==> config.mk <==
export PLATFORM = sky130hd
export DESIGN_NAME = seq_miter_monitor
export DESIGN_NICKNAME = d
export VERILOG_FILES = /design/src/rtl/miter_pkg.sv /design/src/rtl/sample_delay_line.sv /design/src/rtl/seq_miter_monitor.sv
export SDC_FILE = /design/constraint.sdc
export NUM_CORES = 1
export LEC_CHECK = 0
export BUFFER_PORTS_ARGS = -buffer_cell sky130_fd_sc_hd__buf_2
export CELL_PAD_IN_SITES_DETAIL_PLACEMENT = 1
export CELL_PAD_IN_SITES_GLOBAL_PLACEMENT = 1
export CORE_ASPECT_RATIO = 0.75
export CORE_MARGIN = 3
export CORE_UTILIZATION = 44
export CTS_BUF_LIST = sky130_fd_sc_hd__clkbuf_4
export DETAILED_ROUTE_END_ITERATION = 7
export GPL_ROUTABILITY_DRIVEN = 0
export GPL_TIMING_DRIVEN = 1
export HOLD_SLACK_MARGIN = 0.08
export PLACE_DENSITY_LB_ADDON = 0.1
export SKIP_LAST_GASP = 1
export SYNTH_ARGS = -nofsm -noshare
export SYNTH_HDL_FRONTEND = slang
export SYNTH_SLANG_ARGS = --single-unit
==> constraint.sdc <==
create_clock -name clk -period 2.2 [get_ports clk]
set_input_delay 0.44 -clock clk [delete_from_list [all_inputs] [get_ports clk]]
set_output_delay 0.44 -clock clk [all_outputs]
set_load 0.03 [all_outputs]
==> src/rtl/miter_pkg.sv <==
// miter_pkg: shared types and limits for the sequential miter monitor
package miter_pkg;
  typedef enum logic [2:0] {IDLE, WARMUP, CHECK, PASS, FAIL} state_t;
  localparam int MAX_DELAY = 7;
  typedef enum logic {CMP_EQUAL, CMP_DIFF} cmp_t;
endpackage

==> src/rtl/sample_delay_line.sv <==
// sample_delay_line: enabled shift register with sync clear; DEPTH=0 degenerates to a wire
module sample_delay_line #(
  parameter int WIDTH = 1,
  parameter int DEPTH = 0
) (
  input  logic             clk,
  input  logic             rst_n,
  input  logic             clr,
  input  logic             en,
  input  logic [WIDTH-1:0] d,
  output logic [WIDTH-1:0] q
);
  if (DEPTH == 0) begin : g_wire
    logic unused;
    assign unused = ^{clk, rst_n, clr, en};
    assign q = d;
  end else begin : g_sr
    logic [WIDTH-1:0] r [DEPTH];
    always_ff @(posedge clk or negedge rst_n)
      if (!rst_n) r <= '{default: '0};
      else if (clr) r <= '{default: '0};
      else if (en) begin
        r[0] <= d;
        for (int i = 1; i < DEPTH; i++) r[i] <= r[i-1];
      end
    assign q = r[DEPTH-1];
  end
endmodule

==> src/rtl/seq_miter_monitor.sv <==
// seq_miter_monitor: aligns two circuit outputs and issues a sticky bounded-equivalence verdict
module seq_miter_monitor import miter_pkg::*; #(
  parameter int WIDTH   = 1,
  parameter int DELAY_A = 0,
  parameter int DELAY_B = 0,
  parameter int WARM    = 1,
  parameter int BOUND   = 16,
  parameter int CNT_W   = 8
) (
  input  logic             clk,
  input  logic             rst_n,
  input  logic             start,
  input  logic             abort,
  input  logic             valid,
  input  logic [WIDTH-1:0] out_a,
  input  logic [WIDTH-1:0] out_b,
  output logic             busy,
  output logic             done,
  output logic             equiv,
  output logic [CNT_W-1:0] fail_cycle,
  output logic [WIDTH-1:0] fail_bits
);
  if (DELAY_A > MAX_DELAY || DELAY_B > MAX_DELAY || WARM < DELAY_A || WARM < DELAY_B || BOUND < 1)
    begin : g_bad_params
      $error("seq_miter_monitor: illegal parameter combination");
    end
  state_t state, state_n;
  logic [CNT_W-1:0] cnt, cnt_n, fail_cycle_n;
  logic [WIDTH-1:0] a_q, b_q, diff, fail_bits_n;
  logic clr;
  cmp_t cmp;
  sample_delay_line #(.WIDTH(WIDTH), .DEPTH(DELAY_A)) u_dly_a (
    .clk(clk), .rst_n(rst_n), .clr(clr), .en(valid), .d(out_a), .q(a_q));
  sample_delay_line #(.WIDTH(WIDTH), .DEPTH(DELAY_B)) u_dly_b (
    .clk(clk), .rst_n(rst_n), .clr(clr), .en(valid), .d(out_b), .q(b_q));
  assign diff = a_q ^ b_q;
  // case matching sends an unknown compare to the mismatch arm
  always_comb
    case (~|diff)
      1'b1:    cmp = CMP_EQUAL;
      default: cmp = CMP_DIFF;
    endcase
  always_comb begin
    state_n      = state;
    cnt_n        = cnt;
    fail_cycle_n = fail_cycle;
    fail_bits_n  = fail_bits;
    clr          = 1'b0;
    if (abort) begin
      state_n      = IDLE;
      cnt_n        = '0;
      fail_cycle_n = '0;
      fail_bits_n  = '0;
      clr          = 1'b1;
    end else if (start && (state == IDLE || state == PASS || state == FAIL)) begin
      state_n      = WARM > 0 ? WARMUP : CHECK;
      cnt_n        = '0;
      fail_cycle_n = '0;
      fail_bits_n  = '0;
      clr          = 1'b1;
    end else if (valid && state == WARMUP) begin
      state_n = cnt == CNT_W'(WARM - 1) ? CHECK : WARMUP;
      cnt_n   = cnt == CNT_W'(WARM - 1) ? '0 : cnt + CNT_W'(1);
    end else if (valid && state == CHECK) begin
      if (cmp == CMP_DIFF) begin
        state_n      = FAIL;
        fail_cycle_n = cnt;
        fail_bits_n  = diff;
      end else if (cnt == CNT_W'(BOUND - 1)) state_n = PASS;
      else cnt_n = cnt + CNT_W'(1);
    end
  end
  always_ff @(posedge clk or negedge rst_n)
    if (!rst_n) begin
      state      <= IDLE;
      cnt        <= '0;
      fail_cycle <= '0;
      fail_bits  <= '0;
    end else begin
      state      <= state_n;
      cnt        <= cnt_n;
      fail_cycle <= fail_cycle_n;
      fail_bits  <= fail_bits_n;
    end
  assign busy  = state == WARMUP || state == CHECK;
  assign done  = state == PASS || state == FAIL;
  assign equiv = state == PASS;
endmodule

==> metrics.md, run 1 <==
| Metric | Value |
|---|---|
| Yosys reg bits | 20 |
| Via count | 979 |
| Grt ovf | 0 |
| Die X | 64.48 um |
| Area contributors post-synth | dfrtp_1 (44%), mux2i_1 (8.9%), nor2_1 (4.7%), a32o_1 (2.7%), nand3_1 (2.7%) |
| Setup Viol. Count Final | 0 |
| Worst Tran Pin Value | 535.9 ps |
| YS warnings | 0 |
| Sw Ratio | 28.04% |
| Worst EP required | 2400 ps |
| Hpwl dp | 2.150 mm |
| Num CTS Buffers | 3 |
| # rows | 15 |
| Area Growth Syn to Fin | 14.52% |
| Worst EP arrival | 2210 ps |
| Max Cap Viol | 0 |
| RSZ-0062 raised after global routing | no |
| Setup TNS | 0 ps |
| Period utilisation layout | 91.35% |
| Hold WC Path Type | input port to flip-flop |
| Reg clk slew, reported paths | 110 ps |
| Critical R2R Launch | cnt[1]$_DFFE_PN0P_ |
| Final net count | 145 |
| Part of the power in registers | 57.8% |
| Htree depth | 1 |
| GRT Util Overall | 19.51% |
| Crit path capture type | flip-flop |
| Final Hold Fails | 0 |
| ANT cells | 0 |
| Status | completed |
| Slew Limit Fails | 0 |
| Syn Nets | 122 |
| Total net switching power | 184.6 uW |
| Clock sinks | 20 |
| P_int | 473.7 uW |
| Cell Pwr Density | 509.3 nW/um^2 |
| Syn Std Cell Area | 1129 sq um |
| Vias per cell | 5.793 |
| Clk pwr share | 26.5% |
| Initial DRC Count | 63 |
| Final Instance Count excl. Fillers | 169 |
| Placed Cells incl. Taps | 164 |
| Count leader, synth | dfrtp_1 |
| Max Freq | 497.6 MHz |
| Largest net degree at the start of global routing | 21 |
| Syn avg cell area | 9.987 sq um |
| Startpoint Class | flip-flop |
| 1st-pass router iterations | 4 |
| Peak supply drop | 0.2781 mV |
| DRT Wirelength | 2.822 mm |
| Initial antenna violation count | 0 |
| Main synth FF type | dfrtp_1 |
| Area of the core | 2365 sq um |
| Leak Pwr | 0.6636 nW |
| DRC Markers | 0 |
| Yosys top cell area share | 44.35% |
| Worst Path Max Fanout | 7 |
| Final Critical Period | 2010 ps |
| Root Buffer | clkbuf_4 |
| Die area | 3215 sq um |
| Post-synth top cells | dfrtp_1 (20), nor2_1 (14), mux2i_1 (10), inv_1 (6), nand3_1 (6) |
| Logic gate share of total power | 15.7% |
| Vias in the first global route | 921 |
| Cells after Synth | 113 |
| Async SR Flop Fraction | 100.0% |
| Routed Antenna Nets | 0 |
| Post-synth cell types | 39 |
| Count of input and output buffers | 18 |
| Fillers | 301 |
| Reg2reg path depth | 5 |
| Layout cell share with drive strength beyond 1 | 20.74% |
| Io pins | 19 |
| Starting Density | 47.72% |
| First-pass GRT wire length | 4.795 mm |
| Number of synthesized flops with an enable pin | 0 |
| Register area share after synthesis | 44.35% |
| Power Total | 658.3 uW |
| Largest area contributor in the netlist | dfrtp_1 |
| Post-Route Skew | 6.569 ps |
| CTS tree | done |
| Max_slew headroom | 64.21% |
| Wire length per cell | 16.70 um |
| Kind of critical path | flip-flop to flip-flop |
| Clock latency on the worst-skew pair | 300 ps |
| Clock Path Buffers | 2 |
| Die height | 49.86 um |
| Hold path start | abort |
| CP startpoint | cnt[1]$_DFFE_PN0P_ |
| Hold Crit Depth | 2 |
==> logic make-up (layout without fill, tap and decap cells) <==
logic type	count (synthesis)	count (layout)	synth area share [%]
AO/OA/AOI/OAI	26	26	17.18
XOR/XNOR	2	2	1.552
adder cells (fa/ha/maj)	2	2	2.217
buffers and inverters	10	32	4.434
flip-flops	20	20	44.35
multiplexers	10	10	8.870
AND/OR/NAND/NOR	43	43	21.40
==> area by class of cell <==
cell class	instances	area [sq um]	share of cell area, %
clock buffers	3	22.52	1.742
clock inverters	1	3.754	0.2904
inverters	6	22.52	1.742
multi-input cells	83	578.1	44.72
flip-flops and latches	20	500.5	38.72
well taps	34	42.54	3.291
repair buffers	22	122.6	9.487
==> sequential cells by signal, indices dropped and copies added, names as in the netlist <==
name and flops:
cnt 8, fail_bits 1, fail_cycle 8, state 3
==> worst paths after layout <==
| path | to | slack [ps] |
|---|---|---|
| setup / recovery | cnt[5]$_DFFE_PN0P_ | 190 |
| hold / removal | state[0]$_DFFE_PN0P_ | 400 |
| setup reg to reg | cnt[5]$_DFFE_PN0P_ | 190 |
| hold reg to reg | fail_bits$_DFFE_PN0P_ | 520 |
| max in group asynchronous | cnt[2]$_DFFE_PN0P_ | 1260 |
| min in group asynchronous | fail_cycle[6]$_DFFE_PN0P_ | 620 |
==> worst max-delay path: stages, from the launching register on <==
cell and delay, ps:
dfrtp_1 450, ha_1 240, and3_1 250, a211oi_2 520
o22ai_1 160, a32o_1 280
==> placed cells by master, fill, tap and decap left out, types with 2 or more instances in the layout <==
cell	n
a211oi_2	2
a21o_1	2
a21oi_1	5
a32o_1	3
and3_1	2
buf_2	18
buf_4	3
clkbuf_4	3
dfrtp_1	20
ha_1	2
inv_1	6
mux2i_1	10
nand2_1	3
nand2b_1	2
nand3_1	6
nor2_1	14
nor3_1	4
nor4bb_1	2
o21ai_0	3
o22ai_1	4
or3_1	2
==> per-stage QoR <==
stage / area (sq um) / util, % / worst slack (ps) / hold WS (ps)
after floorplan: 1129 / - / 507.0 / 144.4
after global placement: 1256 / 53.12 / 333.1 / 412.3
after detailed placement: 1256 / 53.12 / 214.5 / 411.7
after CTS: 1282 / 54.23 / 197.0 / 85.75
after global routing: 1292 / 54.66 / 15.59 / 395.9
final: 1292 / 54.66 / 190.2 / 405.0
==> power by group through the flow <==
stage	sequential (mW)	combinational [mW]	clock (mW)
after CTS	0.380	0.102	0.183
after floorplan	0.385	0.0684	0
after global placement	0.387	0.0991	0
after global routing	0.382	0.114	0.200
after detailed placement	0.387	0.102	0
final	0.380	0.104	0.174
==> metal layers <==
metal	vias up	part of all wire (%)	track usage (%)
li1	464	-	-
met1	484	48	28.98
met2	29	46	28.77
met3	2	5.1	4.328
met4	0	0.60	4.561
met5	-	0	0
==> timing repair <==
| item | CTS | global route |
|---|---|---|
| gates resized for setup | 0 | 0 |
| hold endpoints to repair | 0 | 11 |
| buffers inserted | 0 | 0 |
| hold buffers | 0 | 1 |
(Power assumes the default switching activity.)
==> run 2, diff against run 1 <==
- CORE_UTILIZATION: 44 -> 40
- clock period: 2.2 -> 1.8 ns (I/O delays scaled with it)
==> run 2 against run 1 <==
Against the previous run:
- global-route usage rose by 1.8 points
- utilization rose by 1.0 points
- flip-flop and latch count did not move
- sequential share of layout area fell by 4.7 points
- worst hold slack got worse by 110 ps
- final cell count rose by 9.5%
==> metrics.md, run 2 (synthesis results as in run 1) <==
| Metric | Value |
|---|---|
| Status | completed |
| # rows | 16 (+1) |
| Final net count | 159 (+9.7%) |
| Sw Ratio | 26.06% (-2.0 points) |
| DRT Wirelength | 3.319 mm (+18%) |
| Max_slew headroom | 67.91% (+3.7 points) |
| Critical Path Slowest Stage Cell | dfrtp_1 |
| Largest registers | cnt (8), fail_cycle (8), state (3) |
| Flop-to-flop setup slack | 30 ps (-160 ps) |
| Wire length per cell | 17.94 um (+7.4%) |
| Clk pwr share | 38.3% (+12 points) |
| Final instance area | 1471 sq um (+14%) |
| Worst EP arrival | 1440 ps (-770 ps) |
| Die area | 3501 sq um (+8.9%) |
| Setup TNS | 0 ps (unchanged) |
| Clock Path Buffers | 2 (unchanged) |
| Total net switching power | 261.3 uW (+42%) |
| RSZ-0062 raised after global routing | yes |
| Slew Limit Fails | 0 (unchanged) |
| Clock latency on the worst-skew pair | 320 ps (+20 ps) |
| Worst Tran Pin Value | 481.4 ps (-54.46 ps) |
| Cell Pwr Density | 681.3 nW/um^2 (+34%) |
| Cell Area, Placed | 1349 sq um (+7.4%) |
| Final Critical Period | 1795 ps |
| Power Total | 1.003 mW (+52%) |
| DRC Markers | 0 (unchanged) |
| Peak supply drop | 0.4953 mV (+78%) |
| Worst EP required | 1440 ps (-960 ps) |
| Largest net degree at the start of global routing | 21 (unchanged) |
| Initial antenna violation count | 0 (unchanged) |
| First-pass GRT wire length | 5.437 mm (+13%) |
| Worst Path Max Fanout | 6 (-1) |
| Crit path largest cell delay | 430 ps (-90 ps) |
| Vias per cell | 5.622 (-3.0%) |
| Worst-path cell chain | buf_6, and3b_2, a21o_1, buf_6 |
| Setup Viol. Count Final | 0 (unchanged) |
| Hpwl dp | 2.386 mm (+11%) |
| 1st-pass router iterations | 4 (unchanged) |
| Max Freq | 557.0 MHz |
| CTS tree | done |
| Commonest non-fill, non-tap cell in the layout | dfrtp_1 |
| ANT cells | 0 (unchanged) |
| Initial DRC Count | 59 (-6.3%) |
| Logic gate share of total power | 15.6% (about the same) |
| Crit path capture type | output pin |
| Layout cell share with drive strength beyond 1 | 33.56% (+13 points) |
| Post-Route Skew | 3.348 ps (-3.220 ps) |
| Vias in the first global route | 1094 (+19%) |
| Io pins | 19 (unchanged) |
| Count of input and output buffers | 18 (unchanged) |
| Leak Pwr | 0.7521 nW (+13%) |
| Startpoint Class | flip-flop |
| Reg clk slew, reported paths | 120 ps (about the same) |
| Area of the core | 2643 sq um (+12%) |
| Die height | 52 um (+4.3%) |
| Hold WC Path Type | input port to flip-flop |
| Starting Density | 42.71% (-5.0 points) |
| Kind of critical path | flip-flop to output pin |
| Final Hold Fails | 0 (unchanged) |
| P_int | 741.2 uW (+56%) |
| Num CTS Buffers | 3 (unchanged) |
| Area Growth Syn to Fin | 30.38% |
| Via count | 1040 (+6.2%) |
| GRT Util Overall | 21.28% (+1.8 points) |
| Grt ovf | 0 (unchanged) |
| Root Buffer | clkbuf_4 |
| Commonest non-fill, non-tap cells in the layout | dfrtp_1 (20), buf_2 (17), buf_4 (16) |
| Routed Antenna Nets | 0 (unchanged) |
| Max Cap Viol | 0 (unchanged) |
| Period utilisation layout | 99.74% |
| Part of the power in registers | 46.1% (-12 points) |
| Clock sinks | 20 (unchanged) |
| Cell mode on critical path | buf_6 |
| Htree depth | 1 (unchanged) |
| Die X | 67.34 um (+4.4%) |
| WHS | 296.8 ps (-108.2 ps) |
run 2: path summary, 6_finish.rpt:
kind	end	from	cells after the start
max	done	state[1]$_DFFE_PN0P_	4
min	state[0]$_DFFE_PN0P_	abort	2
max reg2reg	cnt[2]$_DFFE_PN0P_	cnt[0]$_DFFE_PN0P_	5
min reg2reg	fail_bits$_DFFE_PN0P_	fail_bits$_DFFE_PN0P_	2
max in group asynchronous	state[0]$_DFFE_PN0P_	rst_n	2
min in group asynchronous	fail_bits$_DFFE_PN0P_	rst_n	2
run 2: final cells by class:
cell class	instances	area, sq um
fillers	311	1171
multi-input cells	83	613.1
flip-flops and latches	20	500.5
repair buffers	36	237.7
well taps	36	45.04
clock inverters	1	30.03
clock buffers	3	22.52
inverters	6	22.52
run 2: metal layers:
layer / wire [um] / vias to the layer above / track usage, %
li1: - / 490 / -
met3: 133 / 3 / 5.184
met2: 1582 / 28 / 34.75
met4: 24 / 0 / 4.714
met5: 0 / - / 0
met1: 1578 / 519 / 28.44
run 2: power groups by stage:
stage | Combinational (mW) | Sequential, mW | Clock [mW]
final | 0.157 | 0.462 | 0.384
after detailed placement | 0.145 | 0.470 | 0
after global routing | 0.172 | 0.463 | 0.408
after global placement | 0.140 | 0.470 | 0
after floorplan | 0.0836 | 0.471 | 0
after CTS | 0.150 | 0.461 | 0.394
run 2: worst max-delay path: cells and delay by family (launching register included):
| family | cells | cell delay, ps |
|---|---|---|
| buffers and inverters | 2 | 280 |
| AND/OR/NAND/NOR | 1 | 230 |
| AO/OA/AOI/OAI | 1 | 170 |
| flip-flops | 1 | 430 |
run 2: repair_timing:
item / CTS / global route
hold buffers: 1 / 0
pin swaps: 2 / 1
endpoints found under the hold margin: 20 / 0
buffers inserted: 1 / 1
endpoints found under the setup margin: 3 / 11
resized for setup: 0 / 13
run 2: per-stage QoR:
stage,utilization (%),std cells,setup WS [ps]
floorplan,-,113,107.0
global placement,51.04,178,61.80
detailed placement,51.04,178,5.162
CTS,53.69,184,-21.65
global route,55.68,185,-47.05
finish,55.68,185,4.639
==> run 3, diff against run 2 <==
- CTS_BUF_LIST: sky130_fd_sc_hd__clkbuf_4 -> sky130_fd_sc_hd__clkbuf_8
- SYNTH_HIERARCHICAL: default -> 1
==> run 3 against run 2 <==
Against the previous run:
- the flow now finishes with violations (negative setup slack)
- final cell count is 12% higher
- sequential share of layout area is 3.9 points lower
- global-route usage rose by 0.87 points
- first-iteration DRC count is 6.8% higher
- clock skew is essentially flat
- clock power is 19% higher
- synthesized cell count is 12% higher
- critical path type is now flip-flop to flip-flop
- largest cell class unchanged
==> metrics.md, run 3 <==
| Metric | Value |
|---|---|
| DRC Markers | 0 (unchanged) |
| Clock sinks | 20 (unchanged) |
| Flop-to-flop setup slack | -20 ps (-50 ps) |
| Htree depth | 1 (unchanged) |
| Main synth FF type | dfrtp_1 |
| Fillers | 319 (+2.6%) |
| Area of the multi-input gates | 705.7 sq um (+15%) |
| # rows | 16 (unchanged) |
| Cell Pwr Density | 1064 nW/um^2 (+56%) |
| Root Buffer | clkbuf_8 |
| Hpwl dp | 2.896 mm (+21%) |
| Final net count | 181 (+14%) |
| Count leader, synth | dfrtp_1 |
| Pre-CTS setup slack | -114.9 ps (-120.1 ps) |
| Setup Viol. Count Final | 1 (+1) |
| 1st-pass router iterations | 4 (unchanged) |
| ANT cells | 0 (unchanged) |
| Final Hold Fails | 0 (unchanged) |
| Layout cell share with drive strength beyond 1 | 41.52% (+8.0 points) |
| Post-Route Skew | 2.983 ps (-0.3654 ps) |
| Starting Density | 43.75% (+1.0 points) |
| Area of the core | 2743 sq um (+3.8%) |
| Die X | 69.24 um (+2.8%) |
| Syn Std Cell Area | 1200 sq um (+6.3%) |
| Kind of critical path | flip-flop to flip-flop |
| Startpoint Class | flip-flop |
| Routed Antenna Nets | 0 (unchanged) |
| Via count | 1230 (+18%) |
| Num CTS Buffers | 3 (unchanged) |
| Status | finished, violations left |
| Layout Utilization | 61.04% (+5.4 points) |
| Clock Path Buffers | 2 (unchanged) |
| Reg2reg end | cnt[2]$_DFFE_PN0P_ |
| Critical Path Slowest Stage Cell | or4_4 |
| Worst setup path end | cnt[2]$_DFFE_PN0P_ |
| Crit path capture type | flip-flop |
| Top delay family on crit path | compound AO/OA/AOI/OAI gates |
| Syn Nets | 135 (+11%) |
| Final setup margin | -24.93 ps (-29.57 ps) |
| Period utilisation layout | 101.4% (+1.6 points) |
| Initial antenna violation count | 0 (unchanged) |
| Power Total | 1.782 mW (+78%) |
| Register area share after synthesis | 41.71% (-2.6 points) |
| Slew Limit Fails | 0 (unchanged) |
| Largest registers | cnt (8), fail_cycle (8), state (3) |
| Vias in the first global route | 1269 (+16%) |
| Worst EP required | 2000 ps (+560 ps) |
| Reg clk slew, reported paths | 80 ps (-40 ps) |
| Area contributors post-synth | dfrtp_1 (42%), a21oi_1 (5.4%), nand3_1 (4.2%), nand2_1 (3.8%), nor2_1 (3.8%) |
| Clock latency on the worst-skew pair | 260 ps (-60 ps) |
| Worst EP arrival | 2030 ps (+590 ps) |
| Number of cells on the critical path | 5 (+1) |
| Area Growth Syn to Fin | 39.52% |
| DRT Wirelength | 4.220 mm (+27%) |
| Leak Pwr | 0.7566 nW (+0.59%) |
| Yosys top cell area share | 41.71% (-2.6 points) |
| Reg2reg path depth | 5 (unchanged) |
| Count of input and output buffers | 18 (unchanged) |
| Post-synth cell types | 40 (+2.6%) |
| Failing checks | negative setup slack |
| Final Critical Period | 1825 ps (+29.57 ps) |
| Async SR Flop Fraction | 100.0% (unchanged) |
| Number of synthesized flops with an enable pin | 0 (unchanged) |
| Hold WC Path Type | input port to flip-flop |
| Syn avg cell area | 9.523 sq um (-4.7%) |
| CTS tree | done |
| RSZ-0062 raised after global routing | yes |
| Wire length per cell | 20.39 um (+14%) |
| Die height | 53.43 um (+2.7%) |
| Bufs and invs on worst path | 1 (-1) |
| Crit path largest cell delay | 550 ps (+120 ps) |
| Max Cap Viol | 0 (unchanged) |
| Die area | 3699 sq um (+5.7%) |
| GRT Util Overall | 22.15% (+0.87 points) |
| Peak supply drop | 0.4238 mV (-14%) |
| YS warnings | 6 (+6) |
| Largest net degree at the start of global routing | 21 (unchanged) |
| Yosys reg bits | 20 (unchanged) |
| Reg area | 504.2 sq um (+0.75%) |
| WHS | 403.2 ps (+106.4 ps) |
| Post-synth top cells | dfrtp_1 (20), a21oi_1 (13), nand2_1 (12), nor2_1 (12), nand3_1 (10) |
| Io pins | 19 (unchanged) |
| Initial DRC Count | 63 (+6.8%) |
| First-pass GRT wire length | 6.313 mm (+16%) |
| Worst Tran Pin Value | 481.9 ps (+0.4892 ps) |
| Vias per cell | 5.942 (+5.7%) |
| Max Freq | 548.0 MHz (-1.6%) |
| Commonest non-fill, non-tap cells in the layout | buf_4 (26), buf_2 (18), dfrtp_1 (17) |
| Largest area contributor in the netlist | dfrtp_1 |
| Cells after Synth | 126 (+12%) |
| Critical R2R Launch | cnt[7]$_DFFE_PN0P_ |
| Worst Path Max Fanout | 8 (+2) |
| CP startpoint | cnt[7]$_DFFE_PN0P_ |
| Max_slew headroom | 67.87% (about the same) |
| Grt ovf | 0 (unchanged) |
| Worst-path cell chain | or4_4, o211ai_4, buf_6, o2bb2ai_1, a22o_1 |
| Commonest non-fill, non-tap cell in the layout | buf_4 |
==> run 3: worst min-delay path by stage <==
stage	slack, ps	startpoint	cells past startpoint	endpoint
2_1_floorplan	60	rst_n	0	cnt[0]$_DFFE_PN0P_
3_3_place_gp	330	rst_n	1	cnt[7]$_DFFE_PN0P_
3_5_place_dp	340	rst_n	1	cnt[7]$_DFFE_PN0P_
4_1_cts	400	abort	2	state[0]$_DFFE_PN0P_
5_1_grt	410	abort	2	state[0]$_DFFE_PN0P_
6_report	400	abort	2	state[0]$_DFFE_PN0P_
==> run 3: per-layer routing <==
layer,track usage (%),wire (um),vias to the layer above,part of all wire [%]
li1,-,-,550,-
met1,28.95,1810,622,43
met2,38.61,2117,46,50
met3,4.175,230,12,5.5
met4,4.545,61,0,1.4
met5,0,0,-,0
==> run 3: kinds of logic after synthesis <==
logic type / Yosys count / synth area share (%)
flops: 20 / 41.71
fa+ha+maj: 2 / 2.085
compound gates: 30 / 19.60
buf+inv: 12 / 5.004
simple gates: 54 / 25.03
mux: 5 / 4.380
xor+xnor: 3 / 2.190
==> run 3: layout make-up <==
class / instances / share of cell area [%]
sequential: 20 / 30.12
tap: 36 / 2.691
inverter: 5 / 1.121
clock inverter: 1 / 1.794
timing repair buffer: 48 / 19.66
multi-input combinational: 94 / 42.15
clock buffer: 3 / 2.466
==> run 3: worst reg2reg max path, delay by kind of cell (launching register included) <==
family | cells | cell delay, ps
flip-flops | 1 | 430
AND/OR/NAND/NOR | 1 | 550
AO/OA/AOI/OAI | 3 | 620
buffers and inverters | 1 | 180
==> run 3: through the flow <==
step | setup TNS (ps) | area (sq um) | std cells
6_report | -24.93 | 1674 | 207
5_1_grt | -198.7 | 1674 | 207
4_1_cts | -27.12 | 1603 | 206
3_5_place_dp | -212.2 | 1489 | 199
3_3_place_gp | -64.74 | 1489 | 199
2_1_floorplan | 0 | 1200 | 126
==> run 3: timing repair <==
action,CTS,global route
pin swaps,0,4
hold endpoints to repair,20,0
endpoints found under the setup margin,8,9
hold buffers,1,0
setup buffers,2,1
resized for setup,4,14
==> run 3: power breakdown <==
part / leakage [nW] / internal [mW] / switching [mW]
clock: 0.0357 / 0.297 / 0.161
sequential: 0.272 / 0.491 / 0.0591
combinational: 0.449 / 0.343 / 0.430
total: 0.757 / 1.13 / 0.650
